--- src/rtl/multicycle_controller_if.sv ---
// rtl/multicycle_controller_if.sv - instruction/data-memory and control bundle for the multi-cycle controller
//
// Purpose: groups the run control, instruction fetch, data-memory handshake and
// datapath control signals of the 8-bit four-register CPU sequencer.
// Ports (signals):
//   Run, Instruction[7:0], Mem_Ready         - environment -> controller
//   Read_Address[PC_WIDTH-1:0]                - instruction memory address (PC)
//   Rs, Rt, Rd [1:0], Imm[7:0]                - decoded IR fields
//   ALU_Src, Mem_Read, Mem_Write, Reg_Write,
//   Reg_Dst, Mem_To_Reg, Halted               - Moore control outputs
//   Instr_Count[PC_WIDTH-1:0]                 - retired instruction count
// Modports: master = controller side, slave = memory/datapath side.
interface multicycle_controller_if #(
    parameter int PC_WIDTH = 8
);
    logic                Run;
    logic [7:0]          Instruction;
    logic                Mem_Ready;
    logic [PC_WIDTH-1:0] Read_Address;
    logic [1:0]          Rs;
    logic [1:0]          Rt;
    logic [1:0]          Rd;
    logic [7:0]          Imm;
    logic                ALU_Src;
    logic                Mem_Read;
    logic                Mem_Write;
    logic                Reg_Write;
    logic                Reg_Dst;
    logic                Mem_To_Reg;
    logic                Halted;
    logic [PC_WIDTH-1:0] Instr_Count;

    modport master (
        input  Run, Instruction, Mem_Ready,
        output Read_Address, Rs, Rt, Rd, Imm,
        output ALU_Src, Mem_Read, Mem_Write, Reg_Write, Reg_Dst, Mem_To_Reg,
        output Halted, Instr_Count
    );

    modport slave (
        output Run, Instruction, Mem_Ready,
        input  Read_Address, Rs, Rt, Rd, Imm,
        input  ALU_Src, Mem_Read, Mem_Write, Reg_Write, Reg_Dst, Mem_To_Reg,
        input  Halted, Instr_Count
    );
endinterface

--- src/rtl/multicycle_controller.sv ---
// rtl/multicycle_controller.sv - multi-cycle fetch/decode/execute/memory/writeback sequencer
//
// Purpose: owns the PC and IR of the 8-bit four-register CPU, decodes
// add/lw/sw/j and steps the datapath through IDLE, FETCH, DECODE, EXEC, MEM,
// WB and HALT. A self-jump parks the controller in HALT until reset.
// Ports:
//   Clk      - system clock, rising edge
//   Reset_n  - asynchronous active-low reset
//   bus      - multicycle_controller_if.master (see interface file)
module multicycle_controller #(
    parameter int                  PC_WIDTH = 8,
    parameter logic [PC_WIDTH-1:0] RESET_PC = '0
) (
    input  logic                    Clk,
    input  logic                    Reset_n,
    multicycle_controller_if.master bus
);

    typedef enum logic [2:0] {
        S_IDLE,
        S_FETCH,
        S_DECODE,
        S_EXEC,
        S_MEM,
        S_WB,
        S_HALT
    } state_t;

    localparam logic [1:0] OP_ADD = 2'b00;
    localparam logic [1:0] OP_LW  = 2'b01;
    localparam logic [1:0] OP_SW  = 2'b10;
    localparam logic [1:0] OP_J   = 2'b11;

    state_t              state_q, state_d;
    logic [PC_WIDTH-1:0] pc_q, pc_d;
    logic [PC_WIDTH-1:0] cnt_q, cnt_d;
    logic [7:0]          ir_q, ir_d;

    logic alu_src_q,    alu_src_d;
    logic mem_read_q,   mem_read_d;
    logic mem_write_q,  mem_write_d;
    logic reg_write_q,  reg_write_d;
    logic reg_dst_q,    reg_dst_d;
    logic mem_to_reg_q, mem_to_reg_d;
    logic halted_q,     halted_d;

    logic [1:0]          op_q, op_d;
    logic [PC_WIDTH-1:0] pc_inc;
    logic [PC_WIDTH-1:0] j_target;
    logic                retire;

    assign op_q     = ir_q[7:6];
    assign op_d     = ir_d[7:6];
    assign pc_inc   = pc_q + PC_WIDTH'(1);
    // Jump offset is IR[1:0] as a signed 2-bit value, relative to PC+1.
    assign j_target = pc_inc + {{(PC_WIDTH-2){ir_q[1]}}, ir_q[1:0]};

    always_comb begin
        state_d = state_q;
        pc_d    = pc_q;
        cnt_d   = cnt_q;
        ir_d    = ir_q;
        retire  = 1'b0;

        case (state_q)
            S_IDLE: begin
                if (bus.Run) begin
                    state_d = S_FETCH;
                end
            end
            S_FETCH: begin
                ir_d    = bus.Instruction;
                state_d = S_DECODE;
            end
            S_DECODE: begin
                if (op_q == OP_J) begin
                    if (j_target == pc_q) begin
                        // Self-jump retires but never leaves HALT.
                        cnt_d   = cnt_q + PC_WIDTH'(1);
                        state_d = S_HALT;
                    end else begin
                        pc_d   = j_target;
                        retire = 1'b1;
                    end
                end else begin
                    state_d = S_EXEC;
                end
            end
            S_EXEC: begin
                state_d = (op_q == OP_ADD) ? S_WB : S_MEM;
            end
            S_MEM: begin
                if (bus.Mem_Ready) begin
                    if (op_q == OP_LW) begin
                        state_d = S_WB;
                    end else begin
                        pc_d   = pc_inc;
                        retire = 1'b1;
                    end
                end
            end
            S_WB: begin
                pc_d   = pc_inc;
                retire = 1'b1;
            end
            S_HALT: begin
                state_d = S_HALT;
            end
            default: begin
                state_d = S_IDLE;
            end
        endcase

        if (retire) begin
            cnt_d   = cnt_q + PC_WIDTH'(1);
            state_d = bus.Run ? S_FETCH : S_IDLE;
        end
    end

    // Control outputs are registered from the next state/IR so that each one
    // is a clean Moore function of the state actually occupied.
    always_comb begin
        alu_src_d    = (state_d == S_MEM) || ((state_d == S_EXEC) && (op_d != OP_ADD));
        mem_read_d   = (state_d == S_MEM) && (op_d == OP_LW);
        mem_write_d  = (state_d == S_MEM) && (op_d == OP_SW);
        reg_write_d  = (state_d == S_WB);
        reg_dst_d    = (state_d == S_WB) && (op_d == OP_ADD);
        mem_to_reg_d = (state_d == S_WB) && (op_d == OP_LW);
        halted_d     = (state_d == S_HALT);
    end

    always_ff @(posedge Clk or negedge Reset_n) begin
        if (!Reset_n) begin
            state_q      <= S_IDLE;
            pc_q         <= RESET_PC;
            cnt_q        <= '0;
            ir_q         <= '0;
            alu_src_q    <= 1'b0;
            mem_read_q   <= 1'b0;
            mem_write_q  <= 1'b0;
            reg_write_q  <= 1'b0;
            reg_dst_q    <= 1'b0;
            mem_to_reg_q <= 1'b0;
            halted_q     <= 1'b0;
        end else begin
            state_q      <= state_d;
            pc_q         <= pc_d;
            cnt_q        <= cnt_d;
            ir_q         <= ir_d;
            alu_src_q    <= alu_src_d;
            mem_read_q   <= mem_read_d;
            mem_write_q  <= mem_write_d;
            reg_write_q  <= reg_write_d;
            reg_dst_q    <= reg_dst_d;
            mem_to_reg_q <= mem_to_reg_d;
            halted_q     <= halted_d;
        end
    end

    assign bus.Read_Address = pc_q;
    assign bus.Instr_Count  = cnt_q;
    assign bus.Rs           = ir_q[5:4];
    assign bus.Rt           = ir_q[3:2];
    assign bus.Rd           = ir_q[1:0];
    assign bus.Imm          = {{6{ir_q[1]}}, ir_q[1:0]};
    assign bus.ALU_Src      = alu_src_q;
    assign bus.Mem_Read     = mem_read_q;
    assign bus.Mem_Write    = mem_write_q;
    assign bus.Reg_Write    = reg_write_q;
    assign bus.Reg_Dst      = reg_dst_q;
    assign bus.Mem_To_Reg   = mem_to_reg_q;
    assign bus.Halted       = halted_q;

endmodule

--- src/flat_wrapper.sv ---
// flat-port wrapper written by rule: the top's interface ports become plain ports
module multicycle_controller_flat 
#(
    parameter int                  PC_WIDTH = 8,
    parameter logic [PC_WIDTH-1:0] RESET_PC = '0
)
  (Clk, Reset_n, bus_Run, bus_Instruction, bus_Mem_Ready, bus_Read_Address, bus_Rs, bus_Rt, bus_Rd, bus_Imm, bus_ALU_Src, bus_Mem_Read, bus_Mem_Write, bus_Reg_Write, bus_Reg_Dst, bus_Mem_To_Reg, bus_Halted, bus_Instr_Count);
  multicycle_controller_if #(.PC_WIDTH(PC_WIDTH)) bus_i ();
  input  logic Clk;
  input  logic Reset_n;
  input wire logic [$bits(bus_i.Run)-1:0] bus_Run;
  input wire logic [$bits(bus_i.Instruction)-1:0] bus_Instruction;
  input wire logic [$bits(bus_i.Mem_Ready)-1:0] bus_Mem_Ready;
  output wire logic [$bits(bus_i.Read_Address)-1:0] bus_Read_Address;
  output wire logic [$bits(bus_i.Rs)-1:0] bus_Rs;
  output wire logic [$bits(bus_i.Rt)-1:0] bus_Rt;
  output wire logic [$bits(bus_i.Rd)-1:0] bus_Rd;
  output wire logic [$bits(bus_i.Imm)-1:0] bus_Imm;
  output wire logic [$bits(bus_i.ALU_Src)-1:0] bus_ALU_Src;
  output wire logic [$bits(bus_i.Mem_Read)-1:0] bus_Mem_Read;
  output wire logic [$bits(bus_i.Mem_Write)-1:0] bus_Mem_Write;
  output wire logic [$bits(bus_i.Reg_Write)-1:0] bus_Reg_Write;
  output wire logic [$bits(bus_i.Reg_Dst)-1:0] bus_Reg_Dst;
  output wire logic [$bits(bus_i.Mem_To_Reg)-1:0] bus_Mem_To_Reg;
  output wire logic [$bits(bus_i.Halted)-1:0] bus_Halted;
  output wire logic [$bits(bus_i.Instr_Count)-1:0] bus_Instr_Count;
  assign bus_i.Run = bus_Run;
  assign bus_i.Instruction = bus_Instruction;
  assign bus_i.Mem_Ready = bus_Mem_Ready;
  assign bus_Read_Address = bus_i.Read_Address;
  assign bus_Rs = bus_i.Rs;
  assign bus_Rt = bus_i.Rt;
  assign bus_Rd = bus_i.Rd;
  assign bus_Imm = bus_i.Imm;
  assign bus_ALU_Src = bus_i.ALU_Src;
  assign bus_Mem_Read = bus_i.Mem_Read;
  assign bus_Mem_Write = bus_i.Mem_Write;
  assign bus_Reg_Write = bus_i.Reg_Write;
  assign bus_Reg_Dst = bus_i.Reg_Dst;
  assign bus_Mem_To_Reg = bus_i.Mem_To_Reg;
  assign bus_Halted = bus_i.Halted;
  assign bus_Instr_Count = bus_i.Instr_Count;
  multicycle_controller #(.PC_WIDTH(PC_WIDTH), .RESET_PC(RESET_PC)) u_core (.Clk(Clk), .Reset_n(Reset_n), .bus(bus_i));
endmodule
--- config.mk ---
export PLATFORM = sky130hd
export DESIGN_NAME = multicycle_controller_flat
export DESIGN_NICKNAME = d
export VERILOG_FILES = /design/src/rtl/multicycle_controller_if.sv /design/src/rtl/multicycle_controller.sv /design/src/flat_wrapper.sv
export SDC_FILE = /design/constraint.sdc
export NUM_CORES = 1
export LEC_CHECK = 0
export BUFFER_PORTS_ARGS = -buffer_cell sky130_fd_sc_hd__buf_2
export CAP_MARGIN = 20
export CORE_MARGIN = 4
export CORE_UTILIZATION = 49
export CTS_CLUSTER_SIZE = 28
export DETAILED_ROUTE_END_ITERATION = 12
export GPL_TIMING_DRIVEN = 0
export PLACE_DENSITY = 0.77
export SLEW_MARGIN = 30
export SYNTH_ARGS = -nofsm -noshare
export SYNTH_HDL_FRONTEND = slang
export SYNTH_SLANG_ARGS = --single-unit
export TNS_END_PERCENT = 5
--- constraint.sdc ---
create_clock -name Clk -period 3.2 [get_ports Clk]
set_clock_uncertainty 0.15 [all_clocks]
set_input_delay 0.32 -clock Clk [delete_from_list [all_inputs] [get_ports Clk]]
set_output_delay 0.32 -clock Clk [all_outputs]
set_load 0.01 [all_outputs]
==> flow_metrics.py <==
metrics = {
    "setup_path": {
        "cp.buffers_inverters": 0,
        "path_class": "reg -> reg",
        "endpoint_kind": "flop",
        "cpPeakStageDelay_ns": 0.42,
        "cp_max_fo": 4,
        "cpMaxStageDelayCell": "dfrtp_2",
        "crit_chain": "ha_4, nand3_4, xnor2_4, ha_4, a21oi_2, o31a_1, and3_4, o31a_1, o2111ai_2, a21boi_4, mux2i_4, mux2i_1",
        "start_kind": "flop",
        "arrival_ns": 3.34,
        "crit_required_ns": 3.25,
        "cp_top_family": "compound AO/OA/AOI/OAI gates",
    },
    "die": {
        "fp.dieW_um": 74.4,
        "core_area_um2": 4120,
        "rows": 23,
        "start_util_pct": 52.4,
        "die_area_um2": 5530,
        "die_y_um": 74.4,
        "io_pins": 49,
    },
    "cells_and_area": {
        "multi_input_area_um2": 1380,
        "seq_area_um2": 860,
        "layout_common_cells": "49 x buf_2, 36 x buf_4, 29 x dfrtp_1",
        "insertedDiodeCount": 0,
        "num-fill-cells": 288,
        "syn_to_final_growth_pct": 37.5,
        "final_util_pct": 72.1,
        "layout_commonest_cell": "buf_2",
        "final_nets": 316,
        "drive_gt1_share_pct": 47.1,
    },
    "global_route": {
        "grt_pass1_vias": 1793,
        "track_usage_pct": 19.8,
        "antenna_found_initial": 0,
        "grt_max_degree": 35,
        "gr-total-overflow": 0,
        "grt_pass1_wl_mm": 8.51,
    },
    "yosys": {
        "ys_warn_count": 0,
        "synth_seq_area_share_pct": 39.4,
        "yosysTopAreaCell": "dfrtp_1",
        "synth_fp_nets": 238,
        "synth.avg_cell_area_um2": 10.0,
        "synth_top_area_share_pct": 39.4,
        "ys_async_sr_fraction_pct": 100,
        "synthCells": 215,
        "synth_seq_cells": 34,
        "synth_cell_types": 45,
        "netlist_area_um2": 2160,
        "ys.flop_type": "dfrtp_1",
        "synth-edff-count": 0,
        "synth_area_leaders": "dfrtp_1 39%, ha_1 5.8%, xnor2_1 5.7%",
    },
    "clock_tree": {
        "clkTransAtPathRegs_ns": 0.06,
        "cts_buffers": 5,
        "cts_tree": "yes",
        "cts_buffer_depth": 2,
        "clk_latency_ns": 0.27,
        "cts-htree-levels": 2,
        "root_buffer": "clkbuf_8",
        "cts_sinks": 34,
    },
    "worst_hold_path": {
        "holdCritPathClass": "in -> reg",
    },
    "sta": {
        "timing.final.crit_share_pct": 103,
        "setup_slack_ns": -0.0912,
        "setup_viol": 4,
        "hold_viol_final": 0,
        "rsz0062_at_grt": "true",
        "tightest_slew_ns": 0.747,
        "relSlewSlack_pct": 50.2,
        "period_needed_ns": 3.29,
        "clock.fmax_ghz": 0.304,
        "finalMaxSlewViolations": 0,
    },
    "placed_design": {
        "io_buffers": 48,
        "hpwl_mm": 3.21,
        "gp_congestion": 0.892,
    },
    "route": {
        "wl_mm": 5.37,
        "routedWlPerCell_um": 15.7,
        "vias": 1861,
        "first_pass_iters": 4,
        "drcViolationCount": 0,
        "ant_nets": 0,
        "drt_iter0_markers": 128,
        "via_per_inst": 5.43,
    },
    "flow_run": {
        "max_cap_violations": 0,
    },
    "outcome": {
        "failed_checks": "setup timing",
        "status": "complete, but fails checks",
    },
}
path summary, 6_finish.rpt:
path | cells past startpoint | endpoint | slack [ns] | start
worst max-delay path | 12 | u_core.bus.ALU_Src | -0.09 | u_core.bus.Read_Address[0]
worst max register to register | 12 | u_core.bus.ALU_Src | -0.09 | u_core.bus.Read_Address[0]
worst min-delay path | 2 | u_core.ir_q[3] | 0.13 | bus_Instruction[3]
min in group asynchronous | 2 | u_core.bus.Instr_Count[5] | 0.50 | Reset_n
max in group asynchronous | 2 | u_core.ir_q[1] | 1.85 | Reset_n
worst min register to register | 1 | u_core.bus.Read_Address[7] | 0.31 | u_core.bus.Read_Address[7]
through the flow:
stage	std cells	cell area (um2)	hold slack, ns	TNS, ns	setup slack [ns]
global placement	313	2460	0.275	-2.76	-0.403
detailed placement	313	2460	0.282	-3.42	-0.457
floorplan	215	2160	-0.126	0	0.00491
CTS	339	2860	0.119	0	0.00493
finish	343	2970	0.128	-0.211	-0.0912
global route	343	2970	0.120	-1.43	-0.244
kinds of logic (layout without fill, tap and decap cells):
logic type      Yosys count  count (layout)  share of synthesized area (%)
simple gates             63              63                           14.9
flops                    34              34                           39.4
buf+inv                  28             106                           7.42
mux                      13              13                           6.72
fa+ha+maj                11              11                           6.72
compound gates           37              37                           12.4
xor+xnor                 29              29                           12.4
timing repair:
action / 4_1_cts / 5_1_grt
pin swaps: 20 / 18
endpoints found under the setup margin: 12 / 12
gates cloned: 0 / 0
gates resized for setup: 31 / 13
endpoints found under the hold margin: 34 / 0
hold buffers: 1 / 0
buffers inserted: 18 / 4
registers in the layout, indices dropped and copies added, names as in the netlist, 3 cells and up:
name	count
u_core.bus.Read_Address	8
u_core.ir_q	8
u_core.state_q	3
u_core.bus.Instr_Count	8
cell usage after synthesis (2+ instances only):
cell type,count
dfrtp_1,34
nand2_1,21
nor2_1,15
buf_4,14
xnor2_1,14
xor2_1,14
a21oi_1,12
ha_1,10
mux2_2,8
inv_1,7
clkbuf_1,5
o21ai_0,5
a21o_1,4
nand4_1,4
and3_1,3
mux2i_1,3
nand3_1,3
o21ai_1,3
a211o_1,2
and2_1,2
buf_2,2
nand2b_1,2
nor3_1,2
nor3_2,2
nor4_1,2
nor4_2,2
o31a_1,2
worst reg2reg max path, stage by stage, from the launching register on:
cell and delay [ns]:
dfrtp_2 0.42, ha_4 0.18, nand3_4 0.11, xnor2_4 0.25
ha_4 0.25, a21oi_2 0.11, o31a_1 0.29, and3_4 0.27
o31a_1 0.16, o2111ai_2 0.19, a21boi_4 0.29, mux2i_4 0.33
mux2i_1 0.21
layout make-up:
| cell class | count | area share (%) |
|---|---|---|
| inverter | 7 | 0.885 |
| tap | 50 | 2.11 |
| timing repair buffer | 71 | 14.1 |
| buffer | 21 | 4.60 |
| sequential | 34 | 29.0 |
| clock buffer | 7 | 2.91 |
| multi-input combinational | 153 | 46.4 |
layer usage:
| metal | global-route usage [%] | share of wire [%] |
|---|---|---|
| met1 | 26.0 | 46 |
| met2 | 32.5 | 48 |
| met3 | 4.46 | 4.2 |
| met4 | 6.52 | 2.0 |
| met5 | 0 | 0 |
Power is left out: the tool's default activity adds up to more than one toggle a clock period on the data nets, which glitch-free logic cannot reach.
